`src/rtl/mmio_led_ctrl_if.sv`:
```
// mmio_led_ctrl_if: CPU data-bus view of the LED peripheral.
//   daddr    : CPU data address (big-endian word view)
//   din      : CPU store data
//   MemWrite : store strobe, qualified by hit inside the peripheral
//   hit      : address falls in the peripheral's 16-byte window (combinational)
//   rdata    : combinational read data, 0 when !hit
// master drives address/data/strobe (CPU side); slave is the peripheral.
interface mmio_led_ctrl_if;
  logic [31:0] daddr;
  logic [31:0] din;
  logic        MemWrite;
  logic        hit;
  logic [31:0] rdata;

  modport master (
    output daddr,
    output din,
    output MemWrite,
    input  hit,
    input  rdata
  );

  modport slave (
    input  daddr,
    input  din,
    input  MemWrite,
    output hit,
    output rdata
  );
endinterface

```
`src/rtl/mmio_led_ctrl.sv`:
```
// mmio_led_ctrl: memory-mapped LED peripheral on the CPU data bus.
//   Four word registers at BASE_ADDR (CTRL, PERIOD, DUTY, STATUS) drive
//   led_r/led_g with an 8-bit PWM per colour and an optional shared blink
//   that alternates red and green.
// Ports:
//   sys_clk   : clock, rising edge
//   sys_rst_n : asynchronous active-low reset
//   bus       : CPU data-bus slave (daddr, din, MemWrite in; hit, rdata out)
//   led_r     : red LED drive, active high, registered
//   led_g     : green LED drive, active high, registered
module mmio_led_ctrl #(
  parameter logic [31:0] BASE_ADDR = 32'h0000_0400,
  parameter int unsigned CNT_W     = 24
) (
  input  logic                  sys_clk,
  input  logic                  sys_rst_n,
  mmio_led_ctrl_if.slave        bus,
  output logic                  led_r,
  output logic                  led_g
);

  // CTRL bits held in ctrl_q: [0] r_en, [1] g_en, [2] blink_en
  logic [2:0]       ctrl_q,       ctrl_d;
  logic [CNT_W-1:0] period_q,     period_d;
  logic [15:0]      duty_q,       duty_d;
  logic [7:0]       pwm_cnt_q,    pwm_cnt_d;
  logic [CNT_W-1:0] blink_cnt_q,  blink_cnt_d;
  logic             phase_q,      phase_d;
  logic [15:0]      toggle_cnt_q, toggle_cnt_d;
  logic             led_r_q,      led_r_d;
  logic             led_g_q,      led_g_d;

  logic       hit;
  logic       wr_en;
  logic [1:0] sel;
  logic       phase_clr;
  logic       on_r;
  logic       on_g;
  logic       blink_en;

  always_comb begin
    hit      = (bus.daddr[31:4] == BASE_ADDR[31:4]);
    wr_en    = hit && bus.MemWrite;
    sel      = bus.daddr[3:2];
    blink_en = ctrl_q[2];

    ctrl_d    = ctrl_q;
    period_d  = period_q;
    duty_d    = duty_q;
    phase_clr = 1'b0;
    if (wr_en) begin
      case (sel)
        2'd0: begin
          ctrl_d    = bus.din[2:0];
          phase_clr = bus.din[3];
        end
        2'd1:    period_d = bus.din[CNT_W-1:0];
        2'd2:    duty_d   = bus.din[15:0];
        default: ;
      endcase
    end

    pwm_cnt_d = pwm_cnt_q + 8'd1;

    blink_cnt_d  = blink_cnt_q;
    phase_d      = phase_q;
    toggle_cnt_d = toggle_cnt_q;
    if (blink_en && (period_q != '0)) begin
      // A PERIOD write at or below the running count would let the counter
      // run past PERIOD-1; restart it silently instead of toggling.
      if (blink_cnt_q >= period_q) begin
        blink_cnt_d = '0;
      end else if (blink_cnt_q == period_q - CNT_W'(1)) begin
        blink_cnt_d  = '0;
        phase_d      = ~phase_q;
        toggle_cnt_d = toggle_cnt_q + 16'd1;
      end else begin
        blink_cnt_d = blink_cnt_q + CNT_W'(1);
      end
    end
    // phase_clr wins over a toggle landing on the same edge.
    if (phase_clr) begin
      blink_cnt_d  = '0;
      phase_d      = 1'b0;
      toggle_cnt_d = toggle_cnt_q;
    end

    on_r    = ctrl_q[0] && (pwm_cnt_q < duty_q[7:0]);
    on_g    = ctrl_q[1] && (pwm_cnt_q < duty_q[15:8]);
    led_r_d = on_r && (!blink_en || !phase_q);
    led_g_d = on_g && (!blink_en ||  phase_q);
  end

  always_comb begin
    bus.hit   = hit;
    bus.rdata = '0;
    if (hit) begin
      case (sel)
        2'd0:    bus.rdata[2:0]       = ctrl_q;
        2'd1:    bus.rdata[CNT_W-1:0] = period_q;
        2'd2:    bus.rdata[15:0]      = duty_q;
        default: bus.rdata[16:0]      = {phase_q, toggle_cnt_q};
      endcase
    end
  end

  always_ff @(posedge sys_clk or negedge sys_rst_n) begin
    if (!sys_rst_n) begin
      ctrl_q       <= '0;
      period_q     <= '0;
      duty_q       <= '0;
      pwm_cnt_q    <= '0;
      blink_cnt_q  <= '0;
      phase_q      <= 1'b0;
      toggle_cnt_q <= '0;
      led_r_q      <= 1'b0;
      led_g_q      <= 1'b0;
    end else begin
      ctrl_q       <= ctrl_d;
      period_q     <= period_d;
      duty_q       <= duty_d;
      pwm_cnt_q    <= pwm_cnt_d;
      blink_cnt_q  <= blink_cnt_d;
      phase_q      <= phase_d;
      toggle_cnt_q <= toggle_cnt_d;
      led_r_q      <= led_r_d;
      led_g_q      <= led_g_d;
    end
  end

  assign led_r = led_r_q;
  assign led_g = led_g_q;

endmodule
```
`src/flat_wrapper.sv`:
```
// flat-port wrapper written by rule: the top's interface ports become plain ports
module mmio_led_ctrl_flat 
#(
  parameter logic [31:0] BASE_ADDR = 32'h0000_0400,
  parameter int unsigned CNT_W     = 24
)
  (sys_clk, sys_rst_n, led_r, led_g, bus_daddr, bus_din, bus_MemWrite, bus_hit, bus_rdata);
  mmio_led_ctrl_if bus_i ();
  input  logic sys_clk;
  input  logic sys_rst_n;
  output logic led_r;
  output logic led_g;
  input wire logic [$bits(bus_i.daddr)-1:0] bus_daddr;
  input wire logic [$bits(bus_i.din)-1:0] bus_din;
  input wire logic [$bits(bus_i.MemWrite)-1:0] bus_MemWrite;
  output wire logic [$bits(bus_i.hit)-1:0] bus_hit;
  output wire logic [$bits(bus_i.rdata)-1:0] bus_rdata;
  assign bus_i.daddr = bus_daddr;
  assign bus_i.din = bus_din;
  assign bus_i.MemWrite = bus_MemWrite;
  assign bus_hit = bus_i.hit;
  assign bus_rdata = bus_i.rdata;
  mmio_led_ctrl #(.BASE_ADDR(BASE_ADDR), .CNT_W(CNT_W)) u_core (.sys_clk(sys_clk), .sys_rst_n(sys_rst_n), .bus(bus_i), .led_r(led_r), .led_g(led_g));
endmodule
```
`config.mk`:
```
export PLATFORM = sky130hd
export DESIGN_NAME = mmio_led_ctrl_flat
export DESIGN_NICKNAME = d
export VERILOG_FILES = /design/src/rtl/mmio_led_ctrl_if.sv /design/src/rtl/mmio_led_ctrl.sv /design/src/flat_wrapper.sv
export SDC_FILE = /design/constraint.sdc
export NUM_CORES = 1
export LEC_CHECK = 0
export BUFFER_PORTS_ARGS = -buffer_cell sky130_fd_sc_hd__buf_2
export CAP_MARGIN = 10
export CORE_MARGIN = 3
export CORE_UTILIZATION = 55
export CTS_CLUSTER_DIAMETER = 50
export DETAILED_ROUTE_END_ITERATION = 7
export PLACE_DENSITY = 0.78
export SYNTH_ARGS = -nofsm -noshare
export SYNTH_HDL_FRONTEND = slang
export SYNTH_SLANG_ARGS = --single-unit
```
`constraint.sdc`:
```
create_clock -name sys_clk -period 3.6 [get_ports sys_clk]
set_input_delay 0.18 -clock sys_clk [delete_from_list [all_inputs] [get_ports sys_clk]]
set_output_delay 0.18 -clock sys_clk [all_outputs]
set_load 0.02 [all_outputs]
```
Word level (Yosys, flattened, before mapping)
Index checks and enable logic that the tools add are counted.

Flip-flop bits (word level): 94. Bits in latches: 0. Bits in writable memories: 0. ROM bits: 0. Output and inout bits: 35. Logic and storage cells: 59. Memories: 0.

Add/subtract/negate cells: 4. Multipliers: 0. Divide/modulo/power cells: 0. Magnitude comparators: 3. Equality and inequality tests: 5. Shift-type cells: 0. Mux-type cells: 15. Bitwise operators: 3. Reduce and logical (&&, ||, !) cells: 20.

Operator list (number): 24-bit two-way mux (5); 13-bit case mux with 3 select lines (1); 28-bit by 7-bit equality test with 1-bit output (second input constant) (1); 24-bit by 1-bit adder with 24-bit output (second input constant) (1); 24-bit equality test (1); 24-bit >= comparator (1); 24-bit nonzero test (1); 24-bit by 1-bit subtractor with 24-bit output (second input constant) (1); 16-bit by 1-bit adder with 16-bit output (second input constant) (1); 8-bit < comparator (2); 3-bit case mux with 3 select lines (1); 8-bit by 1-bit adder with 8-bit output (second input constant) (1); 7-bit two-way mux (1); 1-bit logical AND (6); 1-bit two-way mux (6); 2-bit AND reduction (3); 4-bit AND reduction (1); 2-bit nonzero test (2); 1-bit NOT (3); 3-bit AND reduction (1); 2-bit by 1-bit equality test with 1-bit output (second input constant) (1); 2-bit equality test (second input constant) (1); 1-bit zero test (2); 2-bit zero test (1); 4 further kinds (5).

Depth between registers and ports, before layout
Depth after elaboration: 6. Mapped depth: 13. Gate-level depth less buffers: 11.

Worst setup path after synthesis
OpenSTA, ideal clock, no wires.

Path kind: register to register. Start: reg u_core.period_q[0]. End: reg u_core.toggle_cnt_q[1]. Setup time: 0.125 ns. Arrival time: 2.792 ns. Required time: 3.475 ns. Slack: 0.683 ns. Cell stages (with the launch flop): 12. Path through: dfrtp_1 inv_1 ha_1 or3b_2 nor3_2 nand3_1 xnor2_1 and4b_1 nand4_1 or2_4 nor2_1 mux2_2.

Cells in the longest elaborated chain, start to end: 3.

RTL lines: start: declaration (line mmio_led_ctrl.sv:24) `logic [CNT_W-1:0] period_q, period_d;`; start signal: assignment (line mmio_led_ctrl.sv:120) `period_q <= period_d;`; 24-bit by 1-bit subtractor with 24-bit output, or another cell as far along (line mmio_led_ctrl.sv:73) `end else if (blink_cnt_q == period_q - CNT_W'(1)) begin`; 24-bit equality test, or another cell as far along (line mmio_led_ctrl.sv:73); 4-bit AND reduction (no source line) *; end signal: assignment (line mmio_led_ctrl.sv:125) `toggle_cnt_q <= toggle_cnt_d;`; end: declaration (line mmio_led_ctrl.sv:29) `logic [15:0] toggle_cnt_q, toggle_cnt_d;`.

Mark *: on every way between the ends. The rest lies on a longest branch, timed or not. A chain may end at the register's enable or synchronous reset.

Worst setup path in the final report
Start: reg u_core.period_q[1]. End: reg u_core.toggle_cnt_q[1].

Same word-level chain as after synthesis.

==> run summary <==
Largest net degree at the start of global routing - 74
DR iter-0 viols - 522
Normalized max-slew margin - 30.2%
Detail Route Antenna Nets - 0
Non-filler cells, final - 961
Worst r2r dst - u_core.toggle_cnt_q[1]
DR WL/cell - 18.5 µm
Clk pin slew, worst setup/hold paths - 0.07 ns
Hold_ws - -0.0230 ns
Outcome - complete, but fails checks
CP max FO - 13
Max cap viols - 0
Area contributors post-synth - dfrtp_1 36%, ha_1 8.1%, o21ai_0 5.4%, xor2_1 4.8%, nand2_1 4.5%
Commonest cells post-synth - 94 x dfrtp_1, 78 x nand2_1, 70 x o21ai_0, 49 x nor2_1, 47 x inv_1
Cell Pwr Density - 285 nW/µm²
First-pass GRT wire length - 29.0 mm
Critical Path AT - 3.62 ns
Die area - 13,200 µm²
Worst EP required - 3.85 ns
Vias - 5,821
CTS tree - yes
Final nets - 922
Placed cell area - 7050 µm²
Detailed Routing Iterations Pass 1 - 5
Starting density of the core - 56.7%
R2r setup slk - 0.23 ns
Die height - 115 µm
Worst hold-check path type - in2async
Netlist cell types - 66
Worst-case clock buffer depth - 2
Max VDD drop - 266 µV
EDFF count, synth - 0
Worst stage delay on the critical path - 0.54 ns
PortBufs - 83
Top-count cell post-synth - dfrtp_1
Fillers - 995
Slowest library cell on the worst path - or3b_2
Row count - 39
Vias in the first global route - 5,786
# DRC - 0
Sequential share of the synthesized area - 36.0%
Synthesis-to-layout area growth - 12.4%
Antenna violations before repair - 0
Grt ovf - 0
Syn Inst Count - 738
Worst-Skew Late Latency - 0.36 ns
Clk root buf - clkbuf_16
I/O pins - 102
Top cell type by total area after synthesis - dfrtp_1
Final Wtd Congestion - 0.998
Post-synthesis register bit count - 94
Worst r2r path cells - 11
Core footprint - 11,500 µm²
Post-synth top area share - 36.0%
Setup TNS - 0 ns
Slew @ Worst Pin - 1.05 ns
CP Cell Sequence - inv_1 > ha_1 > or3b_2 > nor3_4 > nand3_1 > xnor2_1 > and4b_1 > nand4_1 > or2_4 > nor2_1 > mux2_2
Delay-heaviest family, CP - simple AND/OR/NAND/NOR gates
Post-DP HPWL - 13.5 mm
Fmax - 297 MHz
Sum of buffers and inverters on the critical path - 1
Failing checks - hold timing
Vias per cell - 6.06
Fin. max-slew vios - 0
TritonCTS Buffers - 9
CP Launch Type - register
Async SR Flop Fraction - 100%
Final hold viol count - 46
Reg-to-reg startpoint - u_core.period_q[1]
GRT Util Overall - 27.7%
Pleak - 3.70 nW
Final Skew - 0.00726 ns
Synth warn - 0
Setup violations, final - 0
Dpl cells - 945
# H-tree levels - 3
Layout cells sized above 1 - 18.5%
TritonCTS sink count - 94
Period utilisation layout - 93.6%
Post-synthesis average cell area - 8.84 µm²
Critical Path End Type - register
Final Critical Period - 3.37 ns
WL final - 17.8 mm
Final instance area - 7340 µm²
Crit path kind - reg2reg
Mapped Area - 6530 µm²
Main flop type after synthesis - dfrtp_1
Antenna diode count - 0
Die W - 115 µm
report_power, final:
group	switching (W)	internal, W	leakage, nW
clock	0.000438	0.000491	0.132
combinational	0.0000642	0.0000393	2.52
sequential	0.0000000000598	0.00106	1.05
cell families (layout without fill, tap and decap cells):
| group | after synthesis | count (layout) | synth area share, % |
|---|---|---|---|
| and+or+nand+nor | 290 | 290 | 24.6 |
| buffers and inverters | 89 | 162 | 6.10 |
| muxes | 11 | 11 | 2.40 |
| xor gates and xnor gates | 63 | 63 | 8.45 |
| AOI/OAI and AO/OA | 147 | 147 | 14.1 |
| DFF | 94 | 94 | 36.0 |
| adders and majority gates | 43 | 43 | 8.21 |
| other | 1 | 8 | 0.0575 |
worst register-to-register path, stage by stage (launching register included):
cell and delay, ns:
dfrtp_1 0.45, inv_1 0.13, ha_1 0.21, or3b_2 0.54
nor3_4 0.33, nand3_1 0.14, xnor2_1 0.23, and4b_1 0.22
nand4_1 0.13, or2_4 0.35, nor2_1 0.19, mux2_2 0.35
worst max-delay path by stage:
stage                     cells after the start  slack, ns          startpoint                      to
after detailed placement                     11       0.23  u_core.period_q[1]  u_core.toggle_cnt_q[1]
after global placement                       11       0.32  u_core.period_q[1]  u_core.toggle_cnt_q[1]
after global routing                         11      -0.05  u_core.period_q[1]  u_core.toggle_cnt_q[1]
after CTS                                    11       0.22  u_core.period_q[1]  u_core.toggle_cnt_q[2]
final                                        11       0.23  u_core.period_q[1]  u_core.toggle_cnt_q[1]
after floorplan                              11       0.68  u_core.period_q[0]  u_core.toggle_cnt_q[1]
state kept, by name, indices dropped and copies added (netlist names):
signal,cells
u_core.blink_cnt_q,24
u_core.ctrl_q,3
u_core.duty_q,16
u_core.led_g,1
u_core.led_r,1
u_core.period_q,24
u_core.phase_q,1
u_core.pwm_cnt_q,8
u_core.toggle_cnt_q,16
cells in the final DEF (no fill, tap or decap), types with 17 or more instances in the layout:
cell type	count
a21o_1	19
and3_1	20
buf_2	82
buf_4	17
dfrtp_1	94
ha_1	42
inv_1	47
nand2_1	78
nand3_1	31
nor2_1	49
o21ai_0	70
xnor2_1	27
xor2_1	36
layout make-up:
type	instances	area [µm²]	area share [%]
clock buffers	10	239	3.26
clock inverters	6	45.0	0.614
inverters	47	176	2.40
multi-input cells	562	3810	51.9
flip-flops and latches	94	2350	32.1
well taps	143	179	2.44
repair buffers	99	538	7.33
layer usage:
layer	track usage (%)	share of wire [%]	wire, µm
met1	37.1	42	7540
met2	44.3	48	8580
met3	5.11	6.3	1120
met4	11.4	3.2	571
met5	0	0	0
through the flow:
| step | total power, W | utilization (%) | worst slack [ns] |
|---|---|---|---|
| after floorplan | 0.00112 | - | 0.683 |
| after global placement | 0.00118 | 61.2 | 0.316 |
| after detailed placement | 0.00118 | 61.2 | 0.235 |
| after CTS | 0.00209 | 63.7 | 0.223 |
| after global routing | 0.00214 | 63.7 | -0.0477 |
| final | 0.00209 | 63.7 | 0.229 |
what timing repair did:
action | 4_1_cts | 5_1_grt
buffers inserted | 0 | 0
hold endpoints to repair | 0 | 0
hold buffers | 0 | 0
endpoints found under the setup margin | 0 | 5
gates resized for setup | 0 | 1
Note: power is estimated with default switching activity, not from simulation.
